$ cat src/rtl/os_skew_feeder.sv
// Operand skew feeder for an N x N output-stationary systolic array.
// Ports: clk, rst_n (async, active-low); start/k_len begin a job;
//   in_valid/in_ready handshake one A column + B row per beat (a_vec, b_vec);
//   a_edge/b_edge drive the array's left/top edges with per-lane skew;
//   compute_en enables (high) or clears (low) the PE accumulators;
//   result_valid marks final sums until res_ack; busy is high outside IDLE.
module os_skew_feeder #(
    parameter int N  = 4,
    parameter int DW = 8
) (
    input  logic            clk,
    input  logic            rst_n,
    input  logic            start,
    input  logic [7:0]      k_len,
    input  logic            in_valid,
    output logic            in_ready,
    input  logic [N*DW-1:0] a_vec,
    input  logic [N*DW-1:0] b_vec,
    output logic [N*DW-1:0] a_edge,
    output logic [N*DW-1:0] b_edge,
    output logic            compute_en,
    output logic            result_valid,
    input  logic            res_ack,
    output logic            busy
);

    typedef enum logic [1:0] {
        S_IDLE,
        S_LOAD,
        S_FLUSH,
        S_HOLD
    } state_t;

    localparam int FW = $clog2(2 * N) + 1;

    state_t         r_state;
    state_t         w_next;
    logic [7:0]     r_klen;
    logic [7:0]     r_cnt;
    logic [FW-1:0]  r_fcnt;
    logic           r_ce;
    logic           w_ready;
    logic           w_rv;
    logic           w_feed;

    always_comb begin
        w_next  = r_state;
        w_ready = 1'b0;
        w_rv    = 1'b0;
        unique case (r_state)
            S_IDLE: begin
                if (start) begin
                    w_next = (k_len == 8'd0) ? S_FLUSH : S_LOAD;
                end
            end
            S_LOAD: begin
                w_ready = 1'b1;
                if (in_valid && (r_cnt == r_klen - 8'd1)) begin
                    w_next = S_FLUSH;
                end
            end
            S_FLUSH: begin
                if (r_fcnt == FW'(2 * N - 1)) begin
                    w_next = S_HOLD;
                end
            end
            S_HOLD: begin
                w_rv = 1'b1;
                if (res_ack) begin
                    w_next = S_IDLE;
                end
            end
            default: w_next = S_IDLE;
        endcase
    end

    assign w_feed       = w_ready & in_valid;
    assign in_ready     = w_ready;
    assign result_valid = w_rv;
    assign busy         = (r_state != S_IDLE);
    assign compute_en   = r_ce;

    always_ff @(posedge clk or negedge rst_n) begin
        if (!rst_n) begin
            r_state <= S_IDLE;
            r_klen  <= 8'd0;
            r_cnt   <= 8'd0;
            r_fcnt  <= '0;
            r_ce    <= 1'b0;
        end else begin
            r_state <= w_next;
            // Follows the next state so PEs clear the cycle after IDLE.
            r_ce    <= (w_next != S_IDLE);
            if (r_state == S_IDLE) begin
                r_cnt <= 8'd0;
                if (start) begin
                    r_klen <= k_len;
                end
            end else if (w_feed) begin
                r_cnt <= r_cnt + 8'd1;
            end
            if (r_state == S_FLUSH) begin
                r_fcnt <= r_fcnt + FW'(1);
            end else begin
                r_fcnt <= '0;
            end
        end
    end

    // Lane g is delayed 1+g cycles; its last stage drives the edge directly.
    for (genvar g = 0; g < N; g++) begin : g_lane
        logic [DW-1:0] r_a [0:g];
        logic [DW-1:0] r_b [0:g];

        always_ff @(posedge clk or negedge rst_n) begin
            if (!rst_n) begin
                for (int s = 0; s <= g; s++) begin
                    r_a[s] <= '0;
                    r_b[s] <= '0;
                end
            end else begin
                r_a[0] <= w_feed ? a_vec[g*DW +: DW] : '0;
                r_b[0] <= w_feed ? b_vec[g*DW +: DW] : '0;
                for (int s = 1; s <= g; s++) begin
                    r_a[s] <= r_a[s-1];
                    r_b[s] <= r_b[s-1];
                end
            end
        end

        assign a_edge[g*DW +: DW] = r_a[g];
        assign b_edge[g*DW +: DW] = r_b[g];
    end

endmodule

$ cat config.mk
export PLATFORM = sky130hd
export DESIGN_NAME = os_skew_feeder
export DESIGN_NICKNAME = d
export VERILOG_FILES = /design/src/rtl/os_skew_feeder.sv
export SDC_FILE = /design/constraint.sdc
export NUM_CORES = 1
export LEC_CHECK = 0
export BUFFER_PORTS_ARGS = -buffer_cell sky130_fd_sc_hd__buf_2
export CORE_ASPECT_RATIO = 1.1
export CORE_MARGIN = 5
export CORE_UTILIZATION = 48
export CTS_CLUSTER_SIZE = 20
export DETAILED_ROUTE_END_ITERATION = 10
export PLACE_DENSITY = 0.77
export SYNTH_ARGS = -nofsm -noshare
export SYNTH_HDL_FRONTEND = slang
export SYNTH_SLANG_ARGS = --single-unit
$ cat constraint.sdc
create_clock -name clk -period 1.8 [get_ports clk]
set_clock_uncertainty 0.15 [all_clocks]
set_input_delay 0.09 -clock clk [delete_from_list [all_inputs] [get_ports clk]]
set_output_delay 0.09 -clock clk [all_outputs]
set_load 0.05 [all_outputs]
==> run summary <==
yosys warns - 0
Overflow after GRT - 0
Post-synth top flop - dfrtp_1
Power Total - 0.00906 W
Worst Max-Slew Pin Slew - 463 ps
mapped cell area - 6110 um2
GP Congestion - 0.852
Post-Route Utilization - 67.2%
switching share of power - 24.5%
Avg Vias per Cell - 4.93
leakage power - 4.39 nW
top post-synthesis cells by count - dfrtp_1, and3_1, buf_4
Skew-Pair Late Insertion Delay - 420 ps
DRC - 0
xor-xnor portion of the synthesized cell area - 1.86%
largest net degree at the start of global routing - 68
Compound-Gate Fraction of Synth Area - 3.03%
CP Class - reg2reg
Final HPWL DP - 8000 um
Max Cap Viol - 0
DRT iter0 DRCs - 249
vias - 3979
Fmax achieved - 0.512 GHz
average wire per standard cell - 17.1 um
Placed Cells - 679
Post-Syn Nets - 503
Final Worst Setup Slack - -153 ps
Synth area leaders - dfrtp_1, and3_1, buf_4
number of buffers added on ports - 144
die area - 15100 um2
clock share of power - 40.4%
Std-Cell Core Area - 12500 um2
cell row count - 43
Fillers - 832
CTS buffer count - 17
register area share after synthesis - 74.9%
WHS - 21.5 ps
layout cells sized above 1 - 34.8%
r2r worst-path depth - 5
CP max FO - 2
critical path data arrival time - 2100 ps
main combinational cell family by area after synthesis - simple AND/OR/NAND/NOR gates
vias in the first global route - 4297
DR pass1 iterations - 4
simple-gate share of the synthesized area - 11.0%
first-pass GRT wire length - 21900 um
fin crit period - 1950 ps
RSZ-0062 raised after global routing - true
clock slew at reported path FFs - 70 ps
clock sinks - 183
worst hold path type - in2async
startpoint type of the worst setup path - flop
WP data required - 1950 ps
Sw Pwr - 0.00222 W
Power Density - 1080 nW/um2
WL final - 13800 um
worst rel slew slack - 69.1%
Synth Register Bits - 183
Root Driver - clkbuf_16
EDFF count, synth - 0
library cells used by synthesis - 38
initial antenna violation count - 0
initial core utilization - 48.8%
post-route ant nets - 0
Mean Syn Cell Area - 14.4 um2
setup TNS - -176 ps
CTS tree - built
htree depth - 4
Synth top area share - 74.9%
reg2reg setup slack - -150 ps
async set or reset register ratio after synthesis - 100%
combinational fraction of design power - 10.4%
Final #Nets - 716
Die Span X - 118 um
final hold vios - 0
worst reg2reg startpoint - r_klen[4]
Layout Cells excl Fill - 807
Tcrit/Tclk final - 109%
Max IR drop VDD - 0.971 mV
sequential power share - 49.2%
failing checks - setup timing
area leader, netlist - dfrtp_1
Int Pwr - 0.00684 W
fin. max-slew vios - 0
GRT Overall Usage - 18.6%
area grow syn2layout - 37.9%
adder-cell share of the synthesized area - 0.614%
worst r2r dst - r_state[0]
Worst setup EP type - flop
most frequent cell after synthesis - dfrtp_1
status - finished, violations left
count of final setup violators - 2
DIE HEIGHT - 128 um
num ports - 145
CTS max path bufs - 2
multiplexer share of the synthesized area - 1.27%
post-synthesis cell count - 423
==> worst max-delay path by stage <==
stage,to,cells after the start,slack (ps),startpoint
detailed placement,r_state[0],7,-180,r_klen[0]
floorplan,r_state[0],5,-90,r_klen[4]
global route,r_state[0],5,-210,r_klen[4]
finish,r_state[0],5,-150,r_klen[4]
global placement,r_state[0],5,-100,r_klen[4]
CTS,r_state[0],5,-150,r_klen[4]
==> cells in the final DEF, fill, tap and decap left out, types with 3 or more instances in the layout <==
cell type	count
xor2_1	4
inv_1	3
o21ai_0	11
xnor2_1	8
nor3_1	3
nand2_1	14
nor2_1	10
and3_1	65
mux2_2	6
dlygate4sd3_1	85
buf_2	141
clkbuf_16	19
nand4_1	4
buf_12	3
dfrtp_1	183
nor2b_1	3
nand3_1	7
buf_4	27
inv_6	4
clkinv_2	3
clkinv_4	3
==> layer usage <==
layer | routed length, um | GRT usage [%] | share of wire (%) | vias up
met5 | 0 | 0 | 0 | -
met4 | 318 | 8.50 | 2.3 | 0
met3 | 1010 | 4.79 | 7.3 | 31
met2 | 7220 | 31.4 | 52 | 182
met1 | 5280 | 22.8 | 38 | 1969
li1 | - | - | - | 1797
==> cell type report <==
type / instances / area [um2] / share of cell area, %
sequential: 183 / 4580 / 54.4
multi-input combinational: 169 / 1140 / 13.6
tap: 157 / 196 / 2.33
inverter: 6 / 26.3 / 0.312
clock buffer: 19 / 453 / 5.38
timing repair buffer: 259 / 1880 / 22.3
antenna: 1 / 2.50 / 0.0297
clock inverter: 13 / 144 / 1.71
==> power groups by stage <==
stage          combinational [W]  sequential (W)  clock [W]
2_1_floorplan           0.000485         0.00456          0
5_1_grt                  0.00102         0.00448    0.00392
3_5_place_dp            0.000783         0.00453          0
4_1_cts                 0.000932         0.00446    0.00374
3_3_place_gp            0.000757         0.00452          0
6_report                0.000941         0.00446    0.00366
==> timing repair <==
item	4_1_cts	5_1_grt
pin swaps	1	1
hold buffers	85	0
setup endpoints to repair	4	12
resized for setup	8	5
setup buffers	1	7
hold endpoints to repair	258	0
gates cloned	0	2
==> worst max-delay path, stage by stage (launching register included) <==
cell,delay (ps)
dfrtp_1,380
or3_4,400
or3_4,390
a211oi_2,180
nand3_1,90
o31a_1,250
==> flip-flops by register name, summed over array words and instances (netlist names) <==
register / cells
a_edge: 24
b_edge: 24
compute_en: 1
g_lane.r_a: 56
g_lane.r_b: 56
r_cnt: 8
r_fcnt: 4
r_klen: 8
r_state: 2
==> kinds of logic after synthesis <==
family / after synthesis
compound gates: 28
xor+xnor: 13
fa+ha+maj: 3
buf+inv: 71
flops: 183
mux: 7
simple gates: 118
==> stage by stage <==
step	area, um2	setup slack (ps)
6_report	8430	-153
5_1_grt	8420	-209
4_1_cts	8300	-148
3_5_place_dp	6810	-183
3_3_place_gp	6810	-102
2_1_floorplan	6120	-92.9
(Power assumes the default switching activity.)
